### config.mk
export PLATFORM = sky130hd
export DESIGN_NAME = multi_context_adres_pe
export DESIGN_NICKNAME = d
export VERILOG_FILES = /design/src/rtl/adres_pe_pkg.sv /design/src/rtl/adres_pe_alu.sv /design/src/rtl/multi_context_adres_pe.sv
export SDC_FILE = /design/constraint.sdc
export NUM_CORES = 2
export LEC_CHECK = 0
export CAP_MARGIN = 20
export CORE_MARGIN = 4
export CORE_UTILIZATION = 30
export CTS_CLUSTER_SIZE = 10
export DETAILED_ROUTE_END_ITERATION = 8
export SYNTH_ARGS = -nofsm -noshare
export SYNTH_HDL_FRONTEND = slang
export SYNTH_SLANG_ARGS = --single-unit
### constraint.sdc
create_clock -name CGRA_Clock -period 20.1 [get_ports CGRA_Clock]
set_input_delay 4.02 -clock CGRA_Clock [delete_from_list [all_inputs] [get_ports CGRA_Clock]]
set_output_delay 4.02 -clock CGRA_Clock [all_outputs]
set_load 0.01 [all_outputs]
### src/rtl/adres_pe_pkg.sv
// Shared types and sizing helpers for the multi-context ADRES processing element.
// Context header fields are unpacked into a fixed-width struct (selectors up to 5 bits).
package adres_pe_pkg;

    typedef enum logic [3:0] {
        OP_NOP   = 4'd0,
        OP_ADD   = 4'd1,
        OP_SUB   = 4'd2,
        OP_MUL   = 4'd3,
        OP_DIV   = 4'd4,
        OP_AND   = 4'd5,
        OP_OR    = 4'd6,
        OP_XOR   = 4'd7,
        OP_SHL   = 4'd8,
        OP_ASHR  = 4'd9,
        OP_LSHR  = 4'd10,
        OP_PASSA = 4'd11,
        OP_RSV12 = 4'd12,
        OP_RSV13 = 4'd13,
        OP_RSV14 = 4'd14,
        OP_RSV15 = 4'd15
    } adres_op_e;

    localparam int SEL_MAX_W = 5;
    localparam int HDR_MAX_W = 3 * SEL_MAX_W + 1 + 4;

    typedef struct packed {
        logic [SEL_MAX_W-1:0] sel_a;
        logic [SEL_MAX_W-1:0] sel_b;
        logic [SEL_MAX_W-1:0] sel_route;
        logic                 out_sel;
        adres_op_e            op;
    } ctx_fields_t;

    function automatic int f_sa(input int num_in);
        return $clog2(num_in + 2);
    endfunction

    function automatic int f_sb(input int num_in);
        return $clog2(num_in + 1);
    endfunction

    function automatic int f_cb(input int contexts);
        return $clog2(contexts);
    endfunction

    function automatic int f_wctx(input int num_in, input int width);
        return f_sa(num_in) + 2 * f_sb(num_in) + 1 + 4 + width;
    endfunction

    // Header is the context word minus its trailing constant, LSB aligned.
    function automatic ctx_fields_t f_unpack(
        input logic [HDR_MAX_W-1:0] hdr,
        input int                   sa,
        input int                   sb
    );
        logic [HDR_MAX_W-1:0] w;
        ctx_fields_t          f;
        w           = hdr;
        f.sel_a     = w[SEL_MAX_W-1:0] & ((SEL_MAX_W'(1) << sa) - SEL_MAX_W'(1));
        w           = w >> sa;
        f.sel_b     = w[SEL_MAX_W-1:0] & ((SEL_MAX_W'(1) << sb) - SEL_MAX_W'(1));
        w           = w >> sb;
        f.sel_route = w[SEL_MAX_W-1:0] & ((SEL_MAX_W'(1) << sb) - SEL_MAX_W'(1));
        w           = w >> sb;
        f.out_sel   = w[0];
        w           = w >> 1;
        f.op        = adres_op_e'(w[3:0]);
        return f;
    endfunction

endpackage

### src/rtl/adres_pe_alu.sv
// Combinational ALU of the ADRES PE.
// Define ADRES_PE_DIVIDE_EN to build the unsigned divider (opcode 4); otherwise it yields 0.
module adres_alu
    import adres_pe_pkg::*;
#(
    parameter int WIDTH = 32
) (
    input  logic [WIDTH-1:0] i_a,
    input  logic [WIDTH-1:0] i_b,
    input  adres_op_e        i_op,
    output logic [WIDTH-1:0] o_y
);

    localparam int SH = $clog2(WIDTH);

    logic [SH-1:0] w_sh;

    assign w_sh = i_b[SH-1:0];

    always_comb begin
        o_y = '0;
        unique case (i_op)
            OP_ADD:   o_y = i_a + i_b;
            OP_SUB:   o_y = i_a - i_b;
            OP_MUL:   o_y = i_a * i_b;
`ifdef ADRES_PE_DIVIDE_EN
            OP_DIV:   o_y = (i_b == '0) ? '1 : i_a / i_b;
`else
            OP_DIV:   o_y = '0;
`endif
            OP_AND:   o_y = i_a & i_b;
            OP_OR:    o_y = i_a | i_b;
            OP_XOR:   o_y = i_a ^ i_b;
            OP_SHL:   o_y = i_a << w_sh;
            OP_ASHR:  o_y = $signed(i_a) >>> w_sh;
            OP_LSHR:  o_y = i_a >> w_sh;
            OP_PASSA: o_y = i_a;
            default:  o_y = '0;
        endcase
    end

endmodule

### src/rtl/multi_context_adres_pe.sv
// Multi-context ADRES PE: serial config chain, modulo context counter, registered datapath.
// Optional divider via ADRES_PE_DIVIDE_EN (handled inside adres_alu).
module multi_context_adres_pe
    import adres_pe_pkg::*;
#(
    parameter int WIDTH    = 32,
    parameter int NUM_IN   = 8,
    parameter int CONTEXTS = 4
) (
    input  logic                        CGRA_Clock,
    input  logic                        CGRA_Reset,
    input  logic                        ConfigEnable,
    input  logic                        ConfigIn,
    output logic                        ConfigOut,
    input  logic                        run,
    input  logic [NUM_IN*WIDTH-1:0]     in,
    input  logic [WIDTH-1:0]            rf_in_muxa,
    input  logic [WIDTH-1:0]            rf_in_muxout,
    output logic [WIDTH-1:0]            out,
    output logic [WIDTH-1:0]            rf_out,
    output logic [$clog2(CONTEXTS)-1:0] ctx
);

    localparam int SA    = f_sa(NUM_IN);
    localparam int SB    = f_sb(NUM_IN);
    localparam int CB    = f_cb(CONTEXTS);
    localparam int W_CTX = f_wctx(NUM_IN, WIDTH);
    localparam int HDR_W = W_CTX - WIDTH;
    localparam int L     = CB + CONTEXTS * W_CTX;

    logic [L-1:0]       r_chain;
    logic [CB-1:0]      r_ctx;
    logic [WIDTH-1:0]   r_out;
    logic [WIDTH-1:0]   r_rf_out;

    logic [W_CTX-1:0]   w_words [CONTEXTS];
    logic [WIDTH-1:0]   w_lane  [NUM_IN];
    logic [W_CTX-1:0]   w_word;
    logic [CB-1:0]      w_ii_m1;
    logic [WIDTH-1:0]   w_const;
    ctx_fields_t        w_f;
    logic [WIDTH-1:0]   w_a;
    logic [WIDTH-1:0]   w_b;
    logic [WIDTH-1:0]   w_r;
    logic [WIDTH-1:0]   w_alu;
    logic [WIDTH-1:0]   w_out_val;

    for (genvar k = 0; k < CONTEXTS; k++) begin : g_words
        assign w_words[k] = r_chain[CB + k*W_CTX +: W_CTX];
    end

    for (genvar k = 0; k < NUM_IN; k++) begin : g_lanes
        assign w_lane[k] = in[k*WIDTH +: WIDTH];
    end

    assign w_ii_m1 = r_chain[CB-1:0];
    assign w_word  = w_words[r_ctx];
    assign w_const = w_word[W_CTX-1 -: WIDTH];
    assign w_f     = f_unpack(HDR_MAX_W'(w_word[HDR_W-1:0]), SA, SB);

    // Selector codes past the lanes pick const, then rf_in_muxa (A only), else zero.
    always_comb begin
        w_a = '0;
        w_b = '0;
        w_r = '0;
        for (int k = 0; k < NUM_IN; k++) begin
            if (int'(w_f.sel_a) == k)     w_a = w_lane[k];
            if (int'(w_f.sel_b) == k)     w_b = w_lane[k];
            if (int'(w_f.sel_route) == k) w_r = w_lane[k];
        end
        if (int'(w_f.sel_a) == NUM_IN)     w_a = w_const;
        if (int'(w_f.sel_a) == NUM_IN + 1) w_a = rf_in_muxa;
        if (int'(w_f.sel_b) == NUM_IN)     w_b = w_const;
        if (int'(w_f.sel_route) == NUM_IN) w_r = w_const;
    end

    assign w_out_val = w_f.out_sel ? rf_in_muxout : w_r;

    adres_alu #(
        .WIDTH (WIDTH)
    ) u_alu (
        .i_a  (w_a),
        .i_b  (w_b),
        .i_op (w_f.op),
        .o_y  (w_alu)
    );

    always_ff @(posedge CGRA_Clock or posedge CGRA_Reset) begin
        if (CGRA_Reset) begin
            r_chain <= '0;
        end else if (ConfigEnable) begin
            r_chain <= {ConfigIn, r_chain[L-1:1]};
        end
    end

    always_ff @(posedge CGRA_Clock or posedge CGRA_Reset) begin
        if (CGRA_Reset) begin
            r_ctx    <= '0;
            r_out    <= '0;
            r_rf_out <= '0;
        end else if (ConfigEnable) begin
            r_ctx    <= '0;
        end else if (run) begin
            r_ctx    <= (r_ctx == w_ii_m1) ? '0 : r_ctx + CB'(1);
            r_out    <= w_out_val;
            r_rf_out <= w_alu;
        end
    end

    assign ConfigOut = r_chain[0];
    assign ctx       = r_ctx;
    assign out       = r_out;
    assign rf_out    = r_rf_out;

endmodule

==> impl_metrics.py <==
metrics = {
    "synth": {
        "synth_top_area_share_pct": 19.6,
        "number_of_register_bits_inferred_by_synthesis": 264,
        "synth_seq_area_share_pct": 15.8,
        "yosys_warn_count": 0,
        "synth.most_common_cell": "sky130_fd_sc_hd__nand2_1",
        "async_flop_share_pct": 100,
        "synth_enable_flop_cells": 0,
        "mapped_cells": 4862,
        "average_size_of_a_mapped_cell_sq_um": 8.61,
        "synthTopCellsByCount": "sky130_fd_sc_hd__nand2_1, sky130_fd_sc_hd__nor2_1, sky130_fd_sc_hd__inv_1, sky130_fd_sc_hd__fa_1, sky130_fd_sc_hd__a21oi_1",
        "yosysTopAreaCell": "sky130_fd_sc_hd__fa_1",
        "syn-cell-area_sq_um": 41900,
        "ys_dominant_reg_cell": "sky130_fd_sc_hd__dfrtp_1",
        "synth_nets": 5816,
        "synth.lib_cells_used.distinct": 103,
        "post_synth_main_area_contributors": "sky130_fd_sc_hd__fa_1, sky130_fd_sc_hd__dfrtp_1, sky130_fd_sc_hd__mux2_2",
    },
    "worst_setup_path": {
        "crit_fanout": 36,
        "worstSetupPathType": "input port to register",
        "worstPathRequired_ns": 20.62,
        "critical_path.startpoint": "in[36]",
        "r2r-end": "rf_out[24]",
        "worst-endpoint-arrival_ns": 14.22,
        "rr_startpoint": "ctx[0]",
        "ff2ff_setup_slack_ns": 6.56,
        "setup.worst_path.start_class": "input port",
        "crit_path_max_incr_delay_ns": 0.79,
        "timing.critical_path.slowest_stage_cell": "sky130_fd_sc_hd__clkinv_1",
        "worst_r2r_path_depth": 33,
        "endpoint_kind": "register",
        "critical_path.endpoint": "rf_out[24]",
        "crit_top_cell": "sky130_fd_sc_hd__fa_1",
    },
    "placed_design": {
        "placement.io_buffers": 391,
        "dp.final_hpwl_um": 167000,
        "place_congestion": 1.07,
        "placed_cells_incl_taps": 6898,
    },
    "timing": {
        "final_hold_viol_count": 0,
        "slew_violations": 0,
        "unrepaired_setup_endpoints_after_global_routing": "no",
        "slew_of_the_pin_with_the_lowest_slew_margin_ns": 1.30,
        "timing.clock.skew_ns": 0.0684,
        "fin_crit_ns": 13.70,
        "slew-limit-headroom_pct": 12.8,
        "totalNegativeSetupSlack_ns": 0,
        "post-route-period-util_pct": 68.2,
        "final-setup-viol-count": 0,
        "achievable-frequency_ghz": 0.0730,
    },
    "job": {
        "max_cap_viol_count": 0,
    },
    "finish": {
        "nets": 6029,
        "num-fill-cells": 14100,
        "finish.cell_count_without_fillers": 6986,
        "multi_input_area_sq_um": 32100,
        "drive_above_1_share_pct": 11.9,
        "area_growth_syn_to_layout_pct": 17.3,
        "area.sequential_sq_um": 6610,
    },
    "clock_tree": {
        "cts_tree": "yes",
        "cts_max_level": 2,
        "setup_repair_bufs_after_cts": 0,
        "cts.reportedPaths.clkPinSlew_ns": 0.07,
        "numCtsBuffers": 36,
        "clock_insertion_delay_worst_skew_ns": 0.63,
        "cts_repair_resize_count": 0,
        "root_buffer": "sky130_fd_sc_hd__clkbuf_16",
        "clock_path_buffers": 3,
        "clock_tree_sinks": 264,
        "cts.hold.buffers_added": 0,
    },
    "min_path": {
        "worst_hold_path_type": "register to register",
        "hold_path_startpoint": "rf_out[6]",
    },
    "power_and_ir_drop": {
        "power_leakage_nw": 21.2,
        "ir_worst_vdd_mv": 0.646,
        "power.density_nw_per_um2": 183,
    },
    "drt": {
        "routedWlPerCell_um": 31.0,
        "first_pass_iters": 7,
        "vias_per_cell": 6.08,
        "vias": 42400,
        "wirelength_um": 217000,
        "drt_drc_violations_left": 0,
        "drt-initial-drc-count": 6181,
        "drtAntennaViolNets": 0,
    },
    "global_routing": {
        "grtUsageMet2_pct": 42.3,
        "grt_pass1_wl_um": 308000,
        "grt_max_degree": 174,
        "global_route.usage.met3_pct": 11.5,
        "global_route.peak_usage_layer": "met2",
        "first_global_vias": 42600,
        "grt_overflow_total": 0,
        "groute.usage.overall_pct": 28.8,
        "grt_use_met1_pct": 34.8,
        "initial_antenna_violation_count": 43,
    },
    "floorplan": {
        "floorplan.die_area_sq_um": 146000,
        "placeableCoreArea_sq_um": 138000,
        "top_level_ports": 392,
        "die_h_um": 382,
        "rows": 136,
        "initial_core_util_pct": 30.3,
        "fp.dieW_um": 382,
    },
    "run_status": {
        "outcome": "finished, final reports clean",
    },
}
[stage by stage]
stage	utilization [%]	power [mW]	area (sq um)	hold slack, ns	setup slack (ns)
after floorplan	-	5.73	41900	0.492	6.87
after global placement	34.7	8.14	47900	0.464	5.89
after detailed placement	34.7	8.11	47900	0.474	5.69
after CTS	35.5	8.81	49000	0.488	6.40
after global routing	35.5	9.53	49000	0.497	6.02
final	35.6	9.01	49100	0.482	6.40
[worst min path at each step]
stage                         endpoint  slack (ns)  cells after the start
after floorplan           r_chain[108]        0.49                      1
after global placement          out[1]        0.46                      2
after detailed placement       out[28]        0.47                      2
after CTS                      out[11]        0.49                      2
after global routing           out[24]        0.50                      2
final                        rf_out[6]        0.48                      2
[layout by cell type (no fill, tap or decap), types with 18 or more instances in the layout]
| cell type | n |
|---|---|
| sky130_fd_sc_hd__buf_4 | 146 |
| sky130_fd_sc_hd__o21a_1 | 20 |
| sky130_fd_sc_hd__o211ai_1 | 36 |
| sky130_fd_sc_hd__clkbuf_16 | 36 |
| sky130_fd_sc_hd__nor3_1 | 49 |
| sky130_fd_sc_hd__o221ai_1 | 27 |
| sky130_fd_sc_hd__a21oi_1 | 303 |
| sky130_fd_sc_hd__and2_1 | 20 |
| sky130_fd_sc_hd__xor2_1 | 19 |
| sky130_fd_sc_hd__mux2i_1 | 157 |
| sky130_fd_sc_hd__a222oi_1 | 29 |
| sky130_fd_sc_hd__a221oi_1 | 42 |
| sky130_fd_sc_hd__clkdlybuf4s50_1 | 390 |
| sky130_fd_sc_hd__nor2_1 | 509 |
| sky130_fd_sc_hd__a22oi_1 | 78 |
| sky130_fd_sc_hd__o21ai_0 | 282 |
| sky130_fd_sc_hd__nor2b_1 | 20 |
| sky130_fd_sc_hd__ha_1 | 220 |
| sky130_fd_sc_hd__a22o_1 | 33 |
| sky130_fd_sc_hd__a211o_1 | 18 |
| sky130_fd_sc_hd__and3_1 | 18 |
| sky130_fd_sc_hd__a21o_1 | 36 |
| sky130_fd_sc_hd__o22ai_1 | 32 |
| sky130_fd_sc_hd__a31oi_1 | 37 |
| sky130_fd_sc_hd__nand2b_1 | 33 |
| sky130_fd_sc_hd__dfrtp_1 | 262 |
| sky130_fd_sc_hd__mux4_2 | 65 |
| sky130_fd_sc_hd__fa_1 | 409 |
| sky130_fd_sc_hd__xnor2_1 | 98 |
| sky130_fd_sc_hd__inv_1 | 448 |
| sky130_fd_sc_hd__nand2_1 | 534 |
| sky130_fd_sc_hd__diode_2 | 30 |
| sky130_fd_sc_hd__nand3_1 | 42 |
| sky130_fd_sc_hd__mux2_2 | 253 |
| sky130_fd_sc_hd__o2bb2ai_1 | 32 |
| sky130_fd_sc_hd__a211oi_1 | 37 |
[cell type report]
cell class,count,share of cell area [%]
flip-flops and latches,264,13.5
well taps,1863,4.75
repair buffers,540,10.3
diodes,30,0.153
multi-input cells,3770,65.5
clock buffers,44,1.96
inverters,463,3.58
clock inverters,12,0.303
[per-layer routing]
layer  part of all wire (%)  routed length [um]
met1                     36               79000
met2                     42               90000
met3                     14               29600
met4                    8.3               17900
met5                  0.077                 166
[critical path: cells and delay by family]
kind | cells | cell delay, ns
adders and majority gates | 9 | 3.59
AOI/OAI and AO/OA | 9 | 3.07
buffers and inverters | 5 | 2.02
and+or+nand+nor | 7 | 1.48
[cells by family after synthesis]
family                     synth area share [%]
AOI/OAI and AO/OA                          19.2
xor gates and xnor gates                   2.93
adders and majority gates                  26.1
buffers and inverters                      7.99
DFF                                        15.8
muxes                                      14.5
and+or+nand+nor                            13.5
[sequential cells by signal, indices dropped and copies added, names as in the netlist]
signal	flops
out	32
r_chain	198
ctx	2
rf_out	32
[power breakdown]
part           internal [mW]  total (mW)  switching (mW)
Sequential             0.565       0.588          0.0230
Combinational           3.22        7.78            4.56
Clock                  0.366       0.641           0.275
Power figures use the tool's default switching activity.
